===== src/rtl/pipeline_hazard_ctrl_pkg.sv =====
// Shared constants for the pipeline hazard controller: FSM encodings,
// register-index width, NOP encoding and the debug state bundle.
package pipeline_hazard_ctrl_pkg;

    localparam int REG_W  = 4;
    localparam int INSN_W = 16;

    // Instruction word loaded into a pipeline register to form a bubble.
    localparam logic [INSN_W-1:0] NOP_INSN = 16'h0000;

    // Memory-port arbiter states.
    localparam logic [1:0] ARB_IDLE = 2'd0;
    localparam logic [1:0] ARB_I    = 2'd1;
    localparam logic [1:0] ARB_D    = 2'd2;

    // Halt sequencing states.
    localparam logic [1:0] HALT_RUN    = 2'd0;
    localparam logic [1:0] HALT_DRAIN  = 2'd1;
    localparam logic [1:0] HALT_HALTED = 2'd2;

    // Both FSM states, brought out for observation.
    typedef struct packed {
        logic [1:0] arb;
        logic [1:0] halt;
    } dbg_state_t;

endpackage


===== src/rtl/pipeline_hazard_ctrl_mem_port_arbiter.sv =====
// Non-preemptive owner of the single memory port. D-cache beats I-cache
// when both ask in the same idle cycle; a grant is held until mem_done and
// the port always spends at least one cycle idle between owners.
module mem_port_arbiter
    import pipeline_hazard_ctrl_pkg::*;
(
    input  logic       clk,
    input  logic       rst,
    input  logic       icache_miss,
    input  logic       dcache_miss,
    input  logic       mem_done,
    input  logic       allow_i,
    output logic       icache_grant,
    output logic       dcache_grant,
    output logic [1:0] state
);

    logic [1:0] state_next;

    // Next owner: grant only from idle, release only on mem_done.
    always_comb begin
        state_next = state;
        case (state)
            ARB_IDLE: begin
                if (dcache_miss)
                    state_next = ARB_D;
                else if (icache_miss && allow_i)
                    state_next = ARB_I;
            end
            ARB_I, ARB_D: begin
                if (mem_done)
                    state_next = ARB_IDLE;
            end
            default: state_next = ARB_IDLE;
        endcase
    end

    // Owner register; reset drops any grant at the next edge.
    always_ff @(posedge clk) begin
        if (rst)
            state <= ARB_IDLE;
        else
            state <= state_next;
    end

    assign icache_grant = (state == ARB_I);
    assign dcache_grant = (state == ARB_D);

endmodule


===== src/rtl/pipeline_hazard_ctrl.sv =====
// Central stall/flush controller for the 5-stage pipeline. Hazard equations
// are combinational; the halt-drain sequencer and stall counter are
// registered; memory-port ownership lives in mem_port_arbiter.
module pipeline_hazard_ctrl
    import pipeline_hazard_ctrl_pkg::*;
#(
    parameter int DRAIN_CYCLES = 3,
    parameter int CNT_W        = 16
) (
    input  logic             clk,
    input  logic             rst,
    input  logic [REG_W-1:0] id_rs,
    input  logic [REG_W-1:0] id_rt,
    input  logic             id_uses_rs,
    input  logic             id_uses_rt,
    input  logic             id_is_bcond,
    input  logic             id_is_hlt,
    input  logic             id_branch_taken,
    input  logic             id_ex_memread,
    input  logic [REG_W-1:0] id_ex_rd,
    input  logic             id_ex_sets_flags,
    input  logic             icache_miss,
    input  logic             dcache_miss,
    input  logic             mem_done,
    output logic             icache_grant,
    output logic             dcache_grant,
    output logic             pc_stall,
    output logic             if_id_stall,
    output logic             id_ex_stall,
    output logic             ex_mem_stall,
    output logic             if_id_flush,
    output logic             id_ex_bubble,
    output logic             mem_wb_bubble,
    output logic             halted,
    output logic [CNT_W-1:0] stall_cycles,
    output dbg_state_t       dbg_state
);

    localparam int DCW = (DRAIN_CYCLES > 1) ? $clog2(DRAIN_CYCLES) : 1;

    logic [1:0]     halt_state;
    logic [1:0]     arb_state;
    logic [DCW-1:0] drain_cnt;
    logic           dstall;
    logic           luse;
    logic           fstall;
    logic           hstall;

    assign dstall = dcache_miss;
    assign luse   = id_ex_memread && (id_ex_rd != '0) &&
                    ((id_uses_rs && (id_rs == id_ex_rd)) ||
                     (id_uses_rt && (id_rt == id_ex_rd)));
    assign fstall = id_is_bcond && id_ex_sets_flags;
    assign hstall = ((halt_state == HALT_RUN) && id_is_hlt) ||
                    (halt_state != HALT_RUN);

    // Prioritised stall/flush decode; everything quiet while in reset.
    always_comb begin
        pc_stall      = 1'b0;
        if_id_stall   = 1'b0;
        id_ex_stall   = 1'b0;
        ex_mem_stall  = 1'b0;
        if_id_flush   = 1'b0;
        id_ex_bubble  = 1'b0;
        mem_wb_bubble = 1'b0;
        if (!rst) begin
            if (dstall) begin
                // Whole pipe frozen; WB sees a NOP so nothing retires twice.
                pc_stall      = 1'b1;
                if_id_stall   = 1'b1;
                id_ex_stall   = 1'b1;
                ex_mem_stall  = 1'b1;
                mem_wb_bubble = 1'b1;
            end else if (luse || fstall || hstall) begin
                pc_stall     = 1'b1;
                if_id_stall  = 1'b1;
                id_ex_bubble = 1'b1;
            end else if (id_branch_taken && icache_miss) begin
                // Keep the branch in ID until the target fetch can proceed.
                pc_stall     = 1'b1;
                if_id_stall  = 1'b1;
                id_ex_bubble = 1'b1;
            end else if (id_branch_taken) begin
                if_id_flush = 1'b1;
            end else if (icache_miss) begin
                pc_stall    = 1'b1;
                if_id_flush = 1'b1;
            end
        end
    end

    // Halt drain: count DRAIN_CYCLES un-frozen cycles after HLT leaves RUN.
    always_ff @(posedge clk) begin
        if (rst) begin
            halt_state <= HALT_RUN;
            drain_cnt  <= '0;
        end else begin
            case (halt_state)
                HALT_RUN: begin
                    if (id_is_hlt && !dstall) begin
                        halt_state <= HALT_DRAIN;
                        drain_cnt  <= '0;
                    end
                end
                HALT_DRAIN: begin
                    if (!dstall) begin
                        if (drain_cnt == DCW'(DRAIN_CYCLES - 1))
                            halt_state <= HALT_HALTED;
                        else
                            drain_cnt <= drain_cnt + DCW'(1);
                    end
                end
                HALT_HALTED: halt_state <= HALT_HALTED;
                default:     halt_state <= HALT_RUN;
            endcase
        end
    end

    // Saturating count of stalled cycles, excluding the halted idle state.
    always_ff @(posedge clk) begin
        if (rst)
            stall_cycles <= '0;
        else if (pc_stall && (halt_state != HALT_HALTED) && (stall_cycles != '1))
            stall_cycles <= stall_cycles + CNT_W'(1);
    end

    mem_port_arbiter u_arb (
        .clk          (clk),
        .rst          (rst),
        .icache_miss  (icache_miss),
        .dcache_miss  (dcache_miss),
        .mem_done     (mem_done),
        .allow_i      (halt_state == HALT_RUN),
        .icache_grant (icache_grant),
        .dcache_grant (dcache_grant),
        .state        (arb_state)
    );

    assign halted         = (halt_state == HALT_HALTED);
    assign dbg_state.arb  = arb_state;
    assign dbg_state.halt = halt_state;

endmodule


===== config.mk =====
export PLATFORM = sky130hd
export DESIGN_NAME = pipeline_hazard_ctrl
export DESIGN_NICKNAME = d
export VERILOG_FILES = /design/src/rtl/pipeline_hazard_ctrl_pkg.sv /design/src/rtl/pipeline_hazard_ctrl_mem_port_arbiter.sv /design/src/rtl/pipeline_hazard_ctrl.sv
export SDC_FILE = /design/constraint.sdc
export NUM_CORES = 1
export LEC_CHECK = 0
export CORE_MARGIN = 1.5
export CORE_UTILIZATION = 42
export DETAILED_ROUTE_END_ITERATION = 6
export HOLD_SLACK_MARGIN = 0.1
export PLACE_DENSITY_LB_ADDON = 0.25
export RECOVER_POWER = 100
export SLEW_MARGIN = 20
export SYNTH_ARGS = -nofsm -noshare
export SYNTH_HDL_FRONTEND = slang
export SYNTH_SLANG_ARGS = --single-unit

===== constraint.sdc =====
create_clock -name clk -period 2.59 [get_ports clk]
set_input_delay 0.6475 -clock clk [delete_from_list [all_inputs] [get_ports clk]]
set_output_delay 0.6475 -clock clk [all_outputs]
set_load 0.005 [all_outputs]

==> results.cfg, run 1 <==
[setup_path]
crit_fanout = 2
worstRegToRegCells = 8
cp-end-kind = output port
regToRegSetupSlack_ns = 0.49
start_kind = input port
critPathMaxStageDelay_ns = 0.40
path_buf_inv = 2
slowest_stage = o41a_1
reg2reg_from = halt_state[0]
required_ns = 1.94
worstSetupPathType = in2out
crit_chain = clkdlybuf4s15_1 > o41a_1 > nand4_1 > nand4_1 > nor4_1 > buf_2
path_delay_family = simple AND/OR/NAND/NOR gates
crit_path_frequent_cell = nand4_1
reg2reg_to = stall_cycles[9]
cp_data_arrival_time_ns = 1.89

[drt]
drc = 0
first_pass_iters = 4
vias_per_cell = 5.00
dr.first_iter.drc_count = 42
routed_wl_mm = 3.44
ant_nets = 0
wl_per_cell_um = 11.8
vias = 1455

[sta]
final_max_slew_viol_count = 0
rsz0062_at_grt = yes
worstMarginPinSlew_ns = 0.370
fin_hold_ws_ns = 0.493
setup_tns_ns = 0
finalSetupViolCount = 0
fmax_mhz = 394
setup_ws_ns = 0.0503
post-route-period-util_pct = 98.1
slew_headroom_pct = 74.7
final.min_clock_period_ns = 2.54
hold_viol = 0
final.setup_skew_ns = 0.0146

[global_routing]
grt.overflow.total = 0
grt_pass1_wl_mm = 5.37
grt_max_degree = 20
antenna_found_initial = 0
grt_pass1_vias = 1251
grt_usage_pct = 18.2

[cts]
root_buffer = clkbuf_4
ctsHoldBuffers = 0
path_clk_slew_ns = 0.13
cts_max_level = 1
cts_tree = built
cts.path.max_buffers = 2
cts_made_buffers = 3
cts.sinks = 22
clkLatencyLatePin_ns = 0.31

[synth]
ys_warn_count = 0
yosysTopAreaCell = dfxtp_1
synth_most_common_cell = dfxtp_1
syn_area_per_cell_um2 = 8.14
synthFlopType = dfxtp_1
ys_seq_area_share_pct = 30.6
synth_area_leaders = dfxtp_1, ha_1, mux2_2, nor2_1, nor2b_1
synth.distinct_cells = 38
netlist_instances = 177
postSynth.asyncResetShare_pct = 0
yosysTopAreaCellShare_pct = 30.6
synth-edff-count = 0
synth.cells.most_frequent = dfxtp_1, nor2_1, a21oi_1
syn_area_um2 = 1440
ys_ff_latch = 22
syn-num-nets = 211

[placement]
portBuffers = 53
place.gp.congestion = 0.756
post-dp-hpwl_mm = 2.64
pre_cts_ws_ns = -0.663

[outcome]
outcome = complete, no violations

[power]
p_leak_nw = 0.898
ir_worst_vdd_mv = 0.365
p_per_area_nw_per_um2 = 528

[min_path]
hp-start = drain_cnt[0]
holdPathEnd = drain_cnt[0]
hold-path-cell-count = 2
hold_class = reg2reg

[finish]
register_area_um2 = 440
finish.net_count = 280
drive_gt1_share_pct = 18.8
syn2layout_area_growth_pct = 50.8
multi_input_area_um2 = 940
fill_cells = 308
diodes = 0

[die]
dieArea_um2 = 3790
fp.dieW_um = 61.6
ios = 54
core-area_um2 = 3310
start_util_pct = 43.5
die_h_um = 61.6
rows = 21

[run]
maxCapViolCount = 0
[cells in the final DEF (no fill, tap or decap), types with 10 or more instances in the layout]
cell type,count
clkdlybuf4s50_1,33
dfxtp_1,22
buf_4,20
nor2_1,18
a21oi_1,12
nor2b_1,10
nand3_1,10
ha_1,10
[state kept, by name, indices dropped and copies added (netlist names)]
name and flops:
drain_cnt 2, halt_state 2, stall_cycles 16, u_arb.state 2
[where the power goes]
group          switching (mW)  internal (mW)
sequential             0.0388          0.375
clock                   0.105          0.156
combinational           0.212          0.259
[worst max path at each step]
stage | depth (start not counted) | from | to
floorplan | 5 | rst | id_ex_stall
global placement | 6 | id_ex_rd[0] | if_id_flush
detailed placement | 6 | id_ex_rd[0] | if_id_flush
CTS | 6 | id_branch_taken | pc_stall
global route | 6 | id_branch_taken | pc_stall
finish | 6 | id_ex_rd[1] | if_id_flush
[through the flow]
| stage | cell area (um2) | std cells | utilization [%] | power, mW |
|---|---|---|---|---|
| floorplan | 1440 | 177 | - | 0.664 |
| global placement | 2110 | 285 | 63.8 | 0.887 |
| detailed placement | 2110 | 285 | 63.8 | 0.896 |
| CTS | 2130 | 290 | 64.4 | 1.15 |
| global route | 2170 | 291 | 65.6 | 1.23 |
| finish | 2170 | 291 | 65.6 | 1.15 |
[what timing repair did]
action,4_1_cts,5_1_grt
setup buffers,1,1
hold endpoints to repair,0,0
gates resized for setup,38,8
endpoints found under the setup margin,7,5
pin swaps,12,9
[cells by family (layout without fill, tap and decap cells)]
kind of cell / count (synthesis) / count (layout) / share of synthesized area, %
buffers and inverters: 18 / 86 / 5.91
multiplexers: 10 / 10 / 7.73
adder cells (fa/ha/maj): 10 / 10 / 8.69
AND/OR/NAND/NOR: 83 / 83 / 30.5
flip-flops: 22 / 22 / 30.6
AO/OA/AOI/OAI: 26 / 26 / 11.7
XOR/XNOR: 8 / 8 / 4.87
[per-layer routing]
| metal | wire length (um) | global-route usage, % | vias to the layer above |
|---|---|---|---|
| met3 | 204 | 3.78 | 2 |
| li1 | - | - | 764 |
| met5 | 0 | 0 | - |
| met1 | 1620 | 24.4 | 653 |
| met2 | 1600 | 30.7 | 36 |
| met4 | 12 | 2.74 | 0 |
[worst reg2reg max path: stages (launching register included)]
cell and delay (ns):
dfxtp_1 0.39, inv_1 0.09, ha_1 0.20, nor2b_1 0.16, nand2_1 0.11, nor4_4 0.05
a31o_2 0.37, or4_1 0.54, a21oi_1 0.15
[area by class of cell]
class | count | area share (%)
Inverter | 9 | 1.56
Clock buffer | 3 | 1.04
Sequential cell | 22 | 20.3
Clock inverter | 1 | 1.38
Timing Repair Buffer | 73 | 29.8
Multi-Input combinational cell | 137 | 43.3
Tap cell | 46 | 2.65
Power figures use the tool's default switching activity.
==> run 2, diff against run 1 <==
--- a/config.mk
+++ b/config.mk
@@ -6,7 +6,7 @@
 export NUM_CORES = 1
 export LEC_CHECK = 0
 export CORE_MARGIN = 1.5
-export CORE_UTILIZATION = 42
+export CORE_UTILIZATION = 40
 export DETAILED_ROUTE_END_ITERATION = 6
 export HOLD_SLACK_MARGIN = 0.1
 export PLACE_DENSITY_LB_ADDON = 0.25
==> constraint.sdc (replaced) <==
create_clock -name clk -period 2.1 [get_ports clk]
set_input_delay 0.525 -clock clk [delete_from_list [all_inputs] [get_ports clk]]
set_output_delay 0.525 -clock clk [all_outputs]
set_load 0.005 [all_outputs]
==> run 2 against run 1 <==
- the flow now finishes with violations (setup timing)
- clock skew is 0.0027 ns lower
- highest routed layer unchanged
- utilization grew 3.3 points
- largest cell class unchanged
- worst setup slack got worse by 0.20 ns
- critical endpoint is now if_id_stall
- largest power group unchanged
==> results.cfg, run 2 (synthesized netlist as in run 1, its figures left out) <==
[outcome]
violations = setup timing
outcome = finished with violations

[die]
die_h_um = 63
start_util_pct = 42.5
rows = 21
dieArea_um2 = 3970
core-area_um2 = 3390
ios = 54
fp.dieW_um = 63

[finish]
fill_cells = 278
regMostFlops = stall_cycles
finish.net_count = 289
syn2layout_area_growth_pct = 62.1
finalNonFillerCells = 300
drive_gt1_share_pct = 31.5
most-common-layout-cells = dlygate4sd3_1, buf_4, dfxtp_1
diodes = 0
largest_reg_flops = 16

[cts]
cts_tree = built
clkLatencyLatePin_ns = 0.31
cts_max_level = 1
cts.sinks = 22
root_buffer = clkbuf_4
cts.path.max_buffers = 2
cts_made_buffers = 3
path_clk_slew_ns = 0.11

[setup_path]
cp_data_arrival_time_ns = 1.73
regToRegSetupSlack_ns = -0.02
start_kind = input port
worstSetupPathType = in2out
crit_fanout = 3
required_ns = 1.57
cp-end-kind = output port

[sta]
final.setup_skew_ns = 0.0119
setup_ws_ns = -0.150
rsz0062_at_grt = yes
final_max_slew_viol_count = 0
finalSetupViolCount = 7
hold_viol = 0
slew_headroom_pct = 75.8
final.min_clock_period_ns = 2.25
setup_tns_ns = -0.620
worstMarginPinSlew_ns = 0.354
fmax_mhz = 444
post-route-period-util_pct = 107

[power]
ir_worst_vdd_mv = 0.553
p_per_area_nw_per_um2 = 650
p_leak_nw = 1.03

[global_routing]
grt.overflow.total = 0
antenna_found_initial = 0
grt_max_degree = 14
grt_usage_pct = 20.0
grt_pass1_wl_mm = 6.44
grt_pass1_vias = 1390

[placement]
placed_cells = 287
post-dp-hpwl_mm = 2.69
place.gp.congestion = 0.750
portBuffers = 53
pre_cts_ws_ns = -0.861

[min_path]
hold_class = reg2reg

[drt]
drc = 0
vias_per_cell = 5.28
vias = 1585
wl_per_cell_um = 13.8
dr.first_iter.drc_count = 61
first_pass_iters = 4
ant_nets = 0
routed_wl_mm = 4.14

[run]
maxCapViolCount = 0
[run 2: report_power, final]
| group | internal (mW) | switching (mW) |
|---|---|---|
| Sequential | 0.464 | 0.0442 |
| Clock | 0.193 | 0.131 |
| Combinational | 0.367 | 0.319 |
| Total | 1.02 | 0.495 |
[run 2: cell type report]
type / instances / area (um2) / share of cell area [%]
Clock buffer: 3 / 22.5 / 0.965
Clock inverter: 1 / 30.0 / 1.29
Inverter: 9 / 33.8 / 1.45
Multi-Input combinational cell: 139 / 1080 / 46.2
Sequential cell: 22 / 442 / 18.9
Tap cell: 46 / 57.6 / 2.47
Timing Repair Buffer: 80 / 671 / 28.7
[run 2: worst paths after layout]
| path | end | cells past startpoint | from |
|---|---|---|---|
| max | if_id_stall | 8 | id_ex_rd[2] |
| min | drain_cnt[0] | 2 | drain_cnt[0] |
| max reg2reg | stall_cycles[13] | 9 | halt_state[1] |
| min reg2reg | drain_cnt[0] | 2 | drain_cnt[0] |
[run 2: stage by stage]
stage | hold WS [ns] | utilization [%] | area, um2 | power (mW)
after floorplan | 0.450 | - | 1440 | 0.819
after global placement | 0.463 | 62.8 | 2130 | 1.12
after detailed placement | 0.469 | 62.8 | 2130 | 1.12
after CTS | 0.488 | 67.0 | 2270 | 1.52
after global routing | 0.516 | 68.9 | 2330 | 1.61
final | 0.489 | 68.9 | 2330 | 1.52
[run 2: repair_timing]
action | 4_1_cts | 5_1_grt
cloned | 2 | 0
resized for setup | 85 | 20
setup buffers | 8 | 0
pin swaps | 21 | 12
hold buffers | 0 | 0
setup endpoints to repair | 23 | 22
[run 2: worst max-delay path, stage by stage]
cell	delay (ns)
buf_8	0.10
o41a_1	0.44
nand4_1	0.11
nand4_1	0.12
buf_4	0.16
nor2_4	0.09
a21oi_2	0.06
buf_2	0.12
[run 2: layer usage]
| metal | share of wire (%) | GRT usage (%) | wire length, um |
|---|---|---|---|
| met1 | 44 | 26.0 | 1830 |
| met2 | 51 | 34.6 | 2100 |
| met3 | 4.5 | 3.78 | 188 |
| met4 | 0.65 | 3.33 | 27 |
| met5 | 0 | 0 | 0 |
